File: config.mk
export PLATFORM = sky130hd
export DESIGN_NAME = exclusive_min_n
export DESIGN_NICKNAME = d
export VERILOG_FILES = /design/src/rtl/exclusive_min_n_pkg.sv /design/src/rtl/exclusive_min_n_rise_detect.sv /design/src/rtl/exclusive_min_n.sv
export SDC_FILE = /design/constraint.sdc
export NUM_CORES = 1
export LEC_CHECK = 0
export ABC_AREA = 1
export BUFFER_PORTS_ARGS = -buffer_cell sky130_fd_sc_hd__buf_2
export CORE_ASPECT_RATIO = 1.75
export CORE_UTILIZATION = 25
export CTS_BUF_LIST = sky130_fd_sc_hd__clkbuf_4 sky130_fd_sc_hd__clkbuf_8
export DETAILED_ROUTE_END_ITERATION = 6
export GPL_TIMING_DRIVEN = 0
export PLACE_DENSITY = 0.42
export SLEW_MARGIN = 20
export SYNTH_ARGS = -nofsm -noshare
export SYNTH_HDL_FRONTEND = slang
export SYNTH_SLANG_ARGS = --single-unit
File: constraint.sdc
create_clock -name aclk -period 1.8 [get_ports aclk]
set_input_delay 0.09 -clock aclk [delete_from_list [all_inputs] [get_ports aclk]]
set_output_delay 0.09 -clock aclk [all_outputs]
set_load 0.02 [all_outputs]
File: src/rtl/exclusive_min_n_pkg.sv
// Shared types and helpers for the race-logic winner-take-all blocks.
package race_pkg;

  typedef enum logic [1:0] {
    WAIT = 2'd0,
    WIN  = 2'd1,
    TIE  = 2'd2,
    DONE = 2'd3
  } xmin_state_t;

  typedef enum logic {
    MODE_PULSE = 1'b0,
    MODE_LEVEL = 1'b1
  } out_mode_t;

  localparam int DEFAULT_GAMMA_CYCLE_WIDTH = 16;

  function automatic bit is_pow2(input int unsigned v);
    return (v != 32'd0) && ((v & (v - 32'd1)) == 32'd0);
  endfunction

endpackage

File: src/rtl/exclusive_min_n_rise_detect.sv
// Per-channel rising-edge detector; the history register is loaded during grst so a
// level already high at the start of a gamma cycle never counts as an event.
module rise_detect #(
  parameter int N = 4
) (
  input  logic         aclk,
  input  logic         grst,
  input  logic [N-1:0] in,
  output logic [N-1:0] rise
);

  logic [N-1:0] in_q_r;

  // input history, refreshed every cycle including reset
  always_ff @(posedge aclk) begin
    if (grst) begin
      in_q_r <= in;
    end else begin
      in_q_r <= in;
    end
  end

  assign rise = in & ~in_q_r;

endmodule

File: src/rtl/exclusive_min_n.sv
// N-input exclusive-min: first single rising edge in a gamma cycle wins and drives q;
// a tie for first place or an empty window leaves q low until the next grst.
module exclusive_min_n
  import race_pkg::*;
#(
  parameter int        N                 = 4,
  parameter int        GAMMA_CYCLE_WIDTH = DEFAULT_GAMMA_CYCLE_WIDTH,
  parameter int        PULSE_WIDTH       = 8,
  parameter out_mode_t MODE              = MODE_PULSE
) (
  input  logic                                 aclk,
  input  logic                                 grst,
  input  logic [N-1:0]                         in,
  output logic [N-1:0]                         q,
  output logic                                 win_valid,
  output logic [$clog2(N)-1:0]                 win_idx,
  output logic [$clog2(GAMMA_CYCLE_WIDTH)-1:0] win_time,
  output logic                                 tie
);

  localparam int IW  = $clog2(N);
  localparam int TW  = $clog2(GAMMA_CYCLE_WIDTH);
  localparam int TCW = $clog2(GAMMA_CYCLE_WIDTH + 1);
  localparam int PCW = $clog2(PULSE_WIDTH + 1);
  localparam logic [TCW-1:0] T_END  = TCW'(GAMMA_CYCLE_WIDTH);
  localparam logic [PCW-1:0] P_LOAD = PCW'(PULSE_WIDTH);

  if (!is_pow2(GAMMA_CYCLE_WIDTH)) begin : g_gamma_check
    $error("exclusive_min_n: GAMMA_CYCLE_WIDTH must be a power of 2");
  end
  if ((PULSE_WIDTH < 1) || (PULSE_WIDTH > GAMMA_CYCLE_WIDTH)) begin : g_pulse_check
    $error("exclusive_min_n: PULSE_WIDTH out of range");
  end

  logic [N-1:0]   rise_s;
  logic [TCW-1:0] t_r;
  logic [PCW-1:0] pcnt_r;
  xmin_state_t    state_r;
  xmin_state_t    state_s;
  logic           seen_s;
  logic           multi_s;
  logic [IW-1:0]  enc_s;
  logic           t_live_s;
  logic           decide_s;
  logic [N-1:0]   onehot_s;
  logic [N-1:0]   q_s;

  rise_detect #(.N(N)) u_rise (
    .aclk (aclk),
    .grst (grst),
    .in   (in),
    .rise (rise_s)
  );

  // any/multiple-rise flags and lowest-index priority encode
  always_comb begin
    seen_s  = 1'b0;
    multi_s = 1'b0;
    enc_s   = '0;
    for (int i = N - 1; i >= 0; i--) begin
      multi_s = multi_s | (seen_s & rise_s[i]);
      seen_s  = seen_s | rise_s[i];
      enc_s   = rise_s[i] ? IW'(i) : enc_s;
    end
  end

  assign t_live_s = (t_r < T_END);

  // next-state: decisions are only taken from WAIT inside the window
  always_comb begin
    state_s = state_r;
    case (state_r)
      WAIT: begin
        if (!t_live_s) begin
          state_s = DONE;
        end else if (multi_s) begin
          state_s = TIE;
        end else if (seen_s) begin
          state_s = WIN;
        end else begin
          state_s = WAIT;
        end
      end
      WIN, TIE, DONE: state_s = state_r;
      default:        state_s = WAIT;
    endcase
  end

  // next q: winner one-hot while the pulse counter runs, or always in level mode
  always_comb begin
    decide_s = (state_r == WAIT) && (state_s == WIN);
    onehot_s = {{(N-1){1'b0}}, 1'b1} << win_idx;
    if ((state_r == WIN) && ((MODE == MODE_LEVEL) || (pcnt_r != '0))) begin
      q_s = onehot_s;
    end else begin
      q_s = '0;
    end
  end

  // state, time counter, pulse counter and registered outputs
  always_ff @(posedge aclk) begin
    if (grst) begin
      state_r   <= WAIT;
      t_r       <= '0;
      pcnt_r    <= '0;
      q         <= '0;
      win_valid <= 1'b0;
      win_idx   <= '0;
      win_time  <= '0;
      tie       <= 1'b0;
    end else begin
      state_r   <= state_s;
      t_r       <= t_live_s ? (t_r + TCW'(1)) : t_r;
      q         <= q_s;
      win_valid <= (state_r == WIN);
      tie       <= (state_r == TIE);
      if (decide_s) begin
        win_idx  <= enc_s;
        win_time <= t_r[TW-1:0];
        pcnt_r   <= P_LOAD;
      end else if ((state_r == WIN) && (pcnt_r != '0)) begin
        pcnt_r <= pcnt_r - PCW'(1);
      end else begin
        pcnt_r <= pcnt_r;
      end
    end
  end

endmodule

==> results of run 1 <==
## report_power, final
| part | switching (uW) | total [uW] | internal, uW |
|---|---|---|---|
| combinational | 175 | 280 | 105 |
| sequential | 30.1 | 679 | 649 |
| clock | 183 | 338 | 155 |
## placed cells by master, fill, tap and decap left out, types with 3 or more instances in the layout
| master | count |
|---|---|
| a21oi_1 | 7 |
| buf_2 | 17 |
| clkbuf_8 | 3 |
| dfxtp_1 | 27 |
| dlygate4sd3_1 | 4 |
| inv_1 | 21 |
| nand2_1 | 24 |
| nand2_2 | 6 |
| nand3_1 | 8 |
| nor2_1 | 27 |
| nor3_1 | 3 |
## cell type report
class | count | area (um^2) | share of cell area
flip-flops and latches | 27 | 541 | 0.407
clock inverters | 1 | 5.00 | 0.00377
repair buffers | 20 | 120 | 0.0904
clock buffers | 3 | 41.3 | 0.0311
plain buffers | 2 | 16.3 | 0.0122
inverters | 23 | 86.3 | 0.0650
multi-input cells | 90 | 458 | 0.345
well taps | 49 | 61.3 | 0.0461
## repair_timing
action	in CTS	in global routing
hold endpoints to repair	4	0
hold buffers	4	0
setup buffers	0	0
endpoints found under the setup margin	0	0
## sequential cells by signal, summed over array words and instances, names as in the netlist
| name | cells |
|---|---|
| t_r | 5 |
| pcnt_r | 4 |
| q | 4 |
| u_rise.in_q_r | 4 |
| win_time | 4 |
| state_r | 2 |
| win_idx | 2 |
| tie | 1 |
| win_valid | 1 |
## per-stage QoR
stage / setup WS [ps] / cell area [um^2]
3_3_place_gp: 375 / 1240
4_1_cts: 298 / 1330
5_1_grt: 132 / 1330
6_report: 321 / 1330
2_1_floorplan: 522 / 1100
3_5_place_dp: 361 / 1240
## worst max path at each step
stage                            from                        to  slack, ps  depth (start not counted)
6_report                        in[3]  win_time[0]$_SDFFE_PP0P_        320                         11
5_1_grt        pcnt_r[0]$_SDFFE_PP0P_    pcnt_r[3]$_SDFFE_PP0P_        130                          8
4_1_cts                         in[2]  win_time[0]$_SDFFE_PP0P_        300                         11
3_5_place_dp   pcnt_r[0]$_SDFFE_PP0P_    pcnt_r[3]$_SDFFE_PP0P_        360                          8
3_3_place_gp   pcnt_r[0]$_SDFFE_PP0P_    pcnt_r[3]$_SDFFE_PP0P_        370                          8
2_1_floorplan  pcnt_r[0]$_SDFFE_PP0P_    pcnt_r[3]$_SDFFE_PP0P_        520                          8
## synth_stat cells
library cell	n
nand2_1	24
nand2_2	6
a21oi_1	7
and3_1	1
buf_6	1
a31oi_1	1
o21ai_0	2
xor2_1	2
ha_1	2
inv_2	1
buf_2	1
nand4_1	1
or2_4	1
nand4_4	1
or2_2	1
nor2_1	27
nor2_4	1
nor3_1	3
inv_1	21
dfxtp_1	27
clkinv_1	1
nand3_1	8
a21oi_2	1
nand2_4	1
## critical path: stages
cell	delay (ps)
dlygate4sd3_1	530
buf_2	140
nand2_2	70
nand2_1	70
nand2_1	70
nand2_2	60
nor2_4	150
nand4_4	130
buf_6	190
nor2_1	100
nor2_1	60
## logic make-up (layout without fill, tap and decap cells)
group	after synthesis	after routing	synth area share
compound gates	11	11	0.0545
xor+xnor	2	2	0.0159
fa+ha+maj	2	2	0.0227
buf+inv	25	49	0.0932
flops	27	27	0.491
simple gates	75	75	0.323
## routing by layer
metal,GRT usage,vias up
li1,-,481
met1,0.114,411
met2,0.182,14
met3,0.0186,5
met4,0.0658,0
met5,0,-
==> impl_metrics.py, run 1 <==
metrics = {
    "run_status": {
        "status": "complete, no violations",
    },
    "timing": {
        "tns_ps": 0,
        "finClkSkew_ps": 4.95,
        "hold_ws_ps": 82.0,
        "relSlewSlack": 0.767,
        "setup_viol": 0,
        "fin_crit_sh": 0.822,
        "fin_crit_ps": 1480,
        "rsz0062_at_grt": "false",
        "finalHoldViolations": 0,
        "drv_slew": 0,
        "worstMarginPinSlew_ps": 347,
        "max_freq_mhz": 676,
    },
    "power_and_ir_drop": {
        "vdd_drop_max_uv": 426,
        "fin_total_pwr_uw": 1300,
        "leakagePower_uw": 0.000659,
        "power_per_cell_area_mw_per_mm2": 976,
    },
    "layout": {
        "fin_util": 0.317,
        "layout-drive-gt1-share": 0.211,
        "fin_cells": 215,
        "diodes": 0,
        "num-fill-cells": 481,
        "area_growth_pct": 20.7,
        "fin_nets": 175,
    },
    "logic_synthesis": {
        "syn_area_mm2": 0.00110,
        "syn_avg_cell_area_um2": 7.75,
        "synth_top_area_cell": "dfxtp_1",
        "synthDistinctLibCells": 24,
        "syn_nets": 150,
        "synth_seq_area_share": 0.491,
        "syn_inst": 142,
        "ys_warn_count": 0,
        "synth.area.top_cells": "dfxtp_1 49%, nor2_1 9.2%, nand2_1 8.2%, inv_1 7.2%, nand3_1 3.6%",
        "synth_top_area_frac": 0.491,
        "ys_seq_elements": 27,
    },
    "clock_network": {
        "clk_transition_reported_paths_ps": 90,
        "clock-sinks": 27,
        "cts_resized": 0,
        "numCtsBuffers": 3,
        "clk_latency_ps": 270,
        "cts_tree": "done",
        "cts_root_buf": "clkbuf_8",
        "htreeDepth": 1,
        "clock_path_buffers": 2,
    },
    "floorplanning": {
        "die_w_um": 52.2,
        "pin_count": 18,
        "initial_core_util": 0.263,
        "core.rowCount": 31,
        "core_mm2": 0.00419,
        "die_h_um": 89.8,
        "dieArea_mm2": 0.00468,
    },
    "grt": {
        "grt_pass1_vias": 888,
        "grt_max_degree": 16,
        "antenna_found_initial": 0,
        "grt_pass1_wl_um": 3770,
        "grtUsageTotal": 0.106,
        "globalRouteOverflowTotal": 0,
    },
    "drt": {
        "routed-via-count": 911,
        "highest_layer": "met4",
        "viasPerCell": 4.24,
        "wl_met3_um": 75,
        "firstDrtPassIters": 4,
        "wl_um": 2090,
        "ant_nets": 0,
        "wl_met2_um": 1090,
        "drc": 0,
        "drt-initial-drc-count": 17,
        "wl_per_cell_um": 9.72,
        "drt-met1-wl_um": 859,
    },
    "setup_path": {
        "reg2reg_depth": 8,
        "r2r_end": "pcnt_r[3]$_SDFFE_PP0P_",
        "r2r_start": "pcnt_r[0]$_SDFFE_PP0P_",
        "worstPathRequired_ps": 1970,
        "endpoint_kind": "flip-flop",
        "critical_path.max_fanout": 10,
        "critPathLaunchType": "input pin",
        "rrSetupSlack_ps": 350,
        "critPathArrivalTime_ps": 1650,
        "critPathKind": "in2reg",
    },
    "placement": {
        "place_inst": 207,
        "gp_congestion": 0.705,
        "dp_hpwl_um": 1580,
        "portBuffers": 16,
    },
    "min_path": {
        "hold_end": "state_r[0]$_SDFF_PP0_",
        "min_from": "grst",
        "hold_path.class": "in2reg",
        "holdPathStages": 2,
    },
    "run": {
        "drv_cap": 0,
    },
}
(Power assumes the default switching activity.)
==> run 2: changes to the inputs <==
Settings changed: PLACE_DENSITY 0.42 to 0.43.
Clock period 1.8 ns to 1.2 ns, I/O delays scaled along.
==> run 2 against run 1 <==
  * The flow now finishes with violations (negative setup slack)
  * Setup slack lost 480 ps
  * Highest routed layer unchanged
  * Die area unchanged
  * Critical endpoint is now pcnt_r[1]$_SDFFE_PP0P_
  * Wire length increased by 10%
  * Power up 68%
  * Hold slack worse by 32 ps
  * Sequential power is 50% higher
  * Critical path depth shrank 1
  * Clock skew hardly changed
  * Global-route usage increased by 0.22 points
  * Sequential cell count stayed put
  * Sequential share of layout area fell by 5.3 points
==> impl_metrics.py, run 2 (synthesis results as in run 1) <==
metrics = {
    "setup_path": {
        "critPathArrivalTime_ps": 1530,
        "worstPathRequired_ps": 1370,
        "crit_cells": 10,
        "reg2reg_depth": 10,
        "r2r_end": "pcnt_r[1]$_SDFFE_PP0P_",
        "timing.critical_path.cells": "inv_2 > nand2_4 > nand2_2 > nand2_2 > nand2_2 > nor2_4 > nand4_4 > clkbuf_16 > nand2_4 > a21oi_1",
        "max_stage_delay_ps": 330,
        "endpoint_kind": "flip-flop",
        "rrSetupSlack_ps": -160,
        "startpoint": "u_rise.in_q_r[2]$_DFF_P_",
        "path_common_cell": "nand2_2",
        "critPathTopFamily": "simple AND/OR/NAND/NOR gates",
        "critical_path.max_fanout": 5,
        "crit_end": "pcnt_r[1]$_SDFFE_PP0P_",
        "crit_buf_inv": 2,
        "critPathLaunchType": "flip-flop",
        "cpMaxStageDelayCell": "dfxtp_2",
        "r2r_start": "u_rise.in_q_r[2]$_DFF_P_",
        "critPathKind": "reg2reg",
    },
    "timing": {
        "finalHoldViolations": 0,
        "rsz0062_at_grt": "true",
        "drv_slew": 0,
        "fin_crit_sh": 1.13,
        "fin_ws_ps": -161,
        "worstMarginPinSlew_ps": 380,
        "fin_crit_ps": 1360,
        "max_freq_mhz": 735,
        "relSlewSlack": 0.745,
        "finClkSkew_ps": 5.12,
        "setup_viol": 12,
    },
    "placement": {
        "gp_congestion": 0.665,
        "dp_hpwl_um": 1510,
        "placed_area_mm2": 0.00125,
        "place_ws_ps": -154,
        "portBuffers": 16,
        "place_inst": 207,
    },
    "layout": {
        "mostFrequentLayoutCell": "dfxtp_1",
        "largest_reg_flops": 5,
        "final_cell_mix": "22 x dfxtp_1, 21 x nor2_1, 17 x buf_2",
        "largest_register": "t_r",
        "fin_util": 0.369,
        "design_area_mm2": 0.00155,
        "area_growth_pct": 40.5,
        "fin_nets": 184,
        "layout-drive-gt1-share": 0.434,
        "fin_cells": 224,
        "diodes": 0,
    },
    "clock_network": {
        "clock-sinks": 27,
        "clock_path_buffers": 2,
        "cts_tree": "done",
        "numCtsBuffers": 3,
        "clk_latency_ps": 270,
        "clk_transition_reported_paths_ps": 90,
        "cts_root_buf": "clkbuf_8",
        "htreeDepth": 1,
    },
    "floorplanning": {
        "die_w_um": 52.2,
        "initial_core_util": 0.263,
        "dieArea_mm2": 0.00468,
        "core_mm2": 0.00419,
        "die_h_um": 89.8,
        "core.rowCount": 31,
        "pin_count": 18,
    },
    "power_and_ir_drop": {
        "power_per_cell_area_mw_per_mm2": 1410,
        "vdd_drop_max_uv": 779,
        "leakagePower_uw": 0.000738,
        "fin_total_pwr_uw": 2180,
    },
    "grt": {
        "antenna_found_initial": 0,
        "grt_pass1_wl_um": 3880,
        "grt_max_degree": 15,
        "globalRouteOverflowTotal": 0,
        "grt_pass1_vias": 921,
        "grtUsageTotal": 0.108,
    },
    "drt": {
        "wl_per_cell_um": 10.3,
        "drt-initial-drc-count": 13,
        "routed-via-count": 939,
        "firstDrtPassIters": 4,
        "drc": 0,
        "ant_nets": 0,
        "wl_um": 2300,
        "viasPerCell": 4.19,
    },
    "run": {
        "drv_cap": 0,
    },
    "run_status": {
        "status": "finished with violations",
        "failed_checks": "negative setup slack",
    },
    "min_path": {
        "hold_path.class": "in2reg",
    },
}
## run 2: changes by cell type in the layout (fill, tap and decap cells not counted), sizes merged
cell    before  now
buf         18   26
clkbuf       3    5
clkinv       2    1
## run 2: where the power goes
| group | internal, uW | switching [uW] |
|---|---|---|
| Sequential | 975 | 49.5 |
| Combinational | 274 | 342 |
| Clock | 260 | 279 |
## run 2: cell type report
cell class              count  area, um^2
clock buffers               4        48.8
plain buffers               2        20.0
multi-input cells          90         571
fillers                   451        2640
flip-flops and latches     27         547
repair buffers             29         213
inverters                  23        86.3
well taps                  49        61.3
## run 2: routing by layer
layer | vias to the layer above | GRT usage | routed length, um
li1 | 498 | - | -
met1 | 429 | 0.118 | 974
met3 | 2 | 0.0169 | 43
met4 | 0 | 0.0592 | 29
met5 | - | 0 | 0
met2 | 10 | 0.189 | 1250
## run 2: worst reg2reg max path, stage by stage, from the launching register on
cell,delay (ps)
dfxtp_2,330
inv_2,40
nand2_4,70
nand2_2,60
nand2_2,70
nand2_2,60
nor2_4,130
nand4_4,160
clkbuf_16,220
nand2_4,70
a21oi_1,50
## run 2: how the worst min path moves through the flow
stage,startpoint,to,slack [ps],cells after the start
detailed placement,in[0],u_rise.in_q_r[0]$_DFF_P_,180,1
floorplan,in[0],u_rise.in_q_r[0]$_DFF_P_,90,0
global route,grst,pcnt_r[3]$_SDFFE_PP0P_,50,2
CTS,grst,pcnt_r[3]$_SDFFE_PP0P_,50,2
finish,grst,pcnt_r[3]$_SDFFE_PP0P_,50,2
global placement,in[0],u_rise.in_q_r[0]$_DFF_P_,180,1
## run 2: repair_timing
item / 4_1_cts / 5_1_grt
resized for setup: 18 / 21
gates cloned: 1 / 0
pin swaps: 4 / 10
endpoints found under the setup margin: 10 / 16
setup buffers: 5 / 3
endpoints found under the hold margin: 4 / 0
hold buffers: 4 / 0
## run 2: metrics by stage
stage | TNS [ps] | hold WS, ps
3_3_place_gp | -1350 | 177
5_1_grt | -2800 | 51.6
4_1_cts | -1500 | 50.7
6_report | -1580 | 49.7
2_1_floorplan | -23.2 | 87.7
3_5_place_dp | -1350 | 181
==> run 3: changes to the inputs <==
Settings changed: SKIP_LAST_GASP set to 1.
==> run 3 against run 2 <==
  * The flow still finishes with violations (negative setup slack)
  * Clock-buffer cell count did not move
  * Setup slack got worse by 3.2 ps
  * Clock skew barely moved
  * Via count fell by 0.21%
  * Final cell count did not move
  * Global-route usage did not move
  * Cell area fell by 0.48%
  * Largest cell class unchanged
==> impl_metrics.py, run 3 (synthesis results as in run 1) <==
metrics = {
    "timing": {
        "fin_ws_ps": -164,
        "fin_crit_ps": 1360,
        "rsz0062_at_grt": "true",
        "max_freq_mhz": 733,
        "setup_viol": 12,
        "worstMarginPinSlew_ps": 376,
        "drv_slew": 0,
        "fin_crit_sh": 1.14,
        "hold_ws_ps": 49.1,
        "finClkSkew_ps": 5.07,
        "finalHoldViolations": 0,
        "relSlewSlack": 0.748,
    },
    "clock_network": {
        "clock_path_buffers": 2,
        "htreeDepth": 1,
        "clk_transition_reported_paths_ps": 90,
        "numCtsBuffers": 3,
        "cts_tree": "done",
        "cts_root_buf": "clkbuf_8",
        "clock-sinks": 27,
        "clk_latency_ps": 270,
    },
    "setup_path": {
        "crit_buf_inv": 2,
        "max_stage_delay_ps": 330,
        "critPathArrivalTime_ps": 1530,
        "worstPathRequired_ps": 1370,
        "reg2reg_depth": 10,
        "r2r_start": "u_rise.in_q_r[2]$_DFF_P_",
        "critPathKind": "reg2reg",
        "critical_path.max_fanout": 5,
        "rrSetupSlack_ps": -160,
        "critPathTopFamily": "simple AND/OR/NAND/NOR gates",
        "r2r_end": "pcnt_r[1]$_SDFFE_PP0P_",
        "endpoint_kind": "flip-flop",
        "path_common_cell": "nand2_2",
        "cpMaxStageDelayCell": "dfxtp_2",
        "critPathLaunchType": "flip-flop",
        "timing.critical_path.cells": "inv_2 > nand2_4 > nand2_2 > nand2_2 > nand2_2 > nor2_4 > nand4_4 > clkbuf_16 > nand2_4 > a21oi_1",
    },
    "layout": {
        "num-fill-cells": 450,
        "area_growth_pct": 39.8,
        "final_cell_mix": "22 x dfxtp_1, 21 x nor2_1, 17 x buf_2",
        "largest_reg_flops": 5,
        "fin_nets": 184,
        "largest_register": "t_r",
        "layout-drive-gt1-share": 0.429,
        "mostFrequentLayoutCell": "dfxtp_1",
        "diodes": 0,
    },
    "min_path": {
        "hold_path.class": "in2reg",
        "hold_end": "pcnt_r[3]$_SDFFE_PP0P_",
        "holdPathStages": 2,
        "min_from": "grst",
    },
    "power_and_ir_drop": {
        "power_per_cell_area_mw_per_mm2": 1410,
        "vdd_drop_max_uv": 779,
        "leakagePower_uw": 0.000736,
    },
    "drt": {
        "firstDrtPassIters": 4,
        "viasPerCell": 4.18,
        "wl_um": 2300,
        "wl_per_cell_um": 10.3,
        "ant_nets": 0,
        "routed-via-count": 937,
        "drt-initial-drc-count": 20,
        "drc": 0,
    },
    "floorplanning": {
        "initial_core_util": 0.263,
        "die_h_um": 89.8,
        "dieArea_mm2": 0.00468,
        "pin_count": 18,
        "core_mm2": 0.00419,
        "core.rowCount": 31,
        "die_w_um": 52.2,
    },
    "grt": {
        "globalRouteOverflowTotal": 0,
        "antenna_found_initial": 0,
        "grt_pass1_vias": 921,
        "grt_max_degree": 15,
        "grtUsageTotal": 0.108,
        "grt_pass1_wl_um": 3880,
    },
    "placement": {
        "dp_hpwl_um": 1510,
        "gp_congestion": 0.665,
        "portBuffers": 16,
        "place_ws_ps": -154,
    },
    "run_status": {
        "failed_checks": "negative setup slack",
        "status": "finished with violations",
    },
    "run": {
        "drv_cap": 0,
    },
}
## run 3: cell counts in the layout (fill, tap and decap cells not counted)
No cell type changed its count.
## run 3: per-stage QoR
step | instances | area, um^2 | total power, uW | TNS (ps) | util
after floorplan | 142 | 1110 | 1360 | -23.2 | -
after global placement | 207 | 1250 | 1460 | -1350 | 0.300
after global routing | 224 | 1540 | 2310 | -2800 | 0.367
after detailed placement | 207 | 1250 | 1470 | -1350 | 0.300
after CTS | 221 | 1470 | 2150 | -1500 | 0.351
final | 224 | 1540 | 2170 | -1610 | 0.367
## run 3: how the worst max path moves through the flow
stage	from	endpoint	slack, ps	depth (start not counted)
final	u_rise.in_q_r[2]$_DFF_P_	pcnt_r[1]$_SDFFE_PP0P_	-160	10
after global routing	u_rise.in_q_r[2]$_DFF_P_	win_time[3]$_SDFFE_PP0P_	-270	11
after CTS	u_rise.in_q_r[1]$_DFF_P_	win_idx[1]$_SDFFE_PP0P_	-160	10
after detailed placement	u_rise.in_q_r[2]$_DFF_P_	win_idx[1]$_SDFFE_PP0P_	-150	10
after global placement	u_rise.in_q_r[1]$_DFF_P_	win_time[1]$_SDFFE_PP0P_	-160	10
after floorplan	u_rise.in_q_r[1]$_DFF_P_	win_time[3]$_SDFFE_PP0P_	-9	9
## run 3: repair_timing
| action | in CTS | in global routing |
|---|---|---|
| pin swaps | 4 | 10 |
| gates resized for setup | 18 | 19 |
| hold buffers | 4 | 0 |
| buffers inserted | 5 | 3 |
| setup endpoints to repair | 10 | 16 |
| cloned | 1 | 0 |
| endpoints found under the hold margin | 4 | 0 |
## run 3: final cells by class
class	count	area, um^2	share of cell area
tap	49	61.3	0.0398
multi-input combinational	90	563	0.366
sequential	27	547	0.355
buffer	2	20.0	0.0130
inverter	23	86.3	0.0561
clock buffer	4	48.8	0.0317
timing repair buffer	29	213	0.138
## run 3: power by group
part           switching (uW)  total (uW)  internal, uW
logic                     337         607           270
registers                49.6        1020           975
clock network             279         539           260
total                     666        2170          1510
## run 3: metal layers
metal  vias to the layer above  routed length [um]  global-route usage
li1                        498                   -                   -
met1                       427                 986               0.118
met2                        10                1240               0.189
met3                         2                  43              0.0169
met4                         0                  29              0.0592
met5                         -                   0                   0
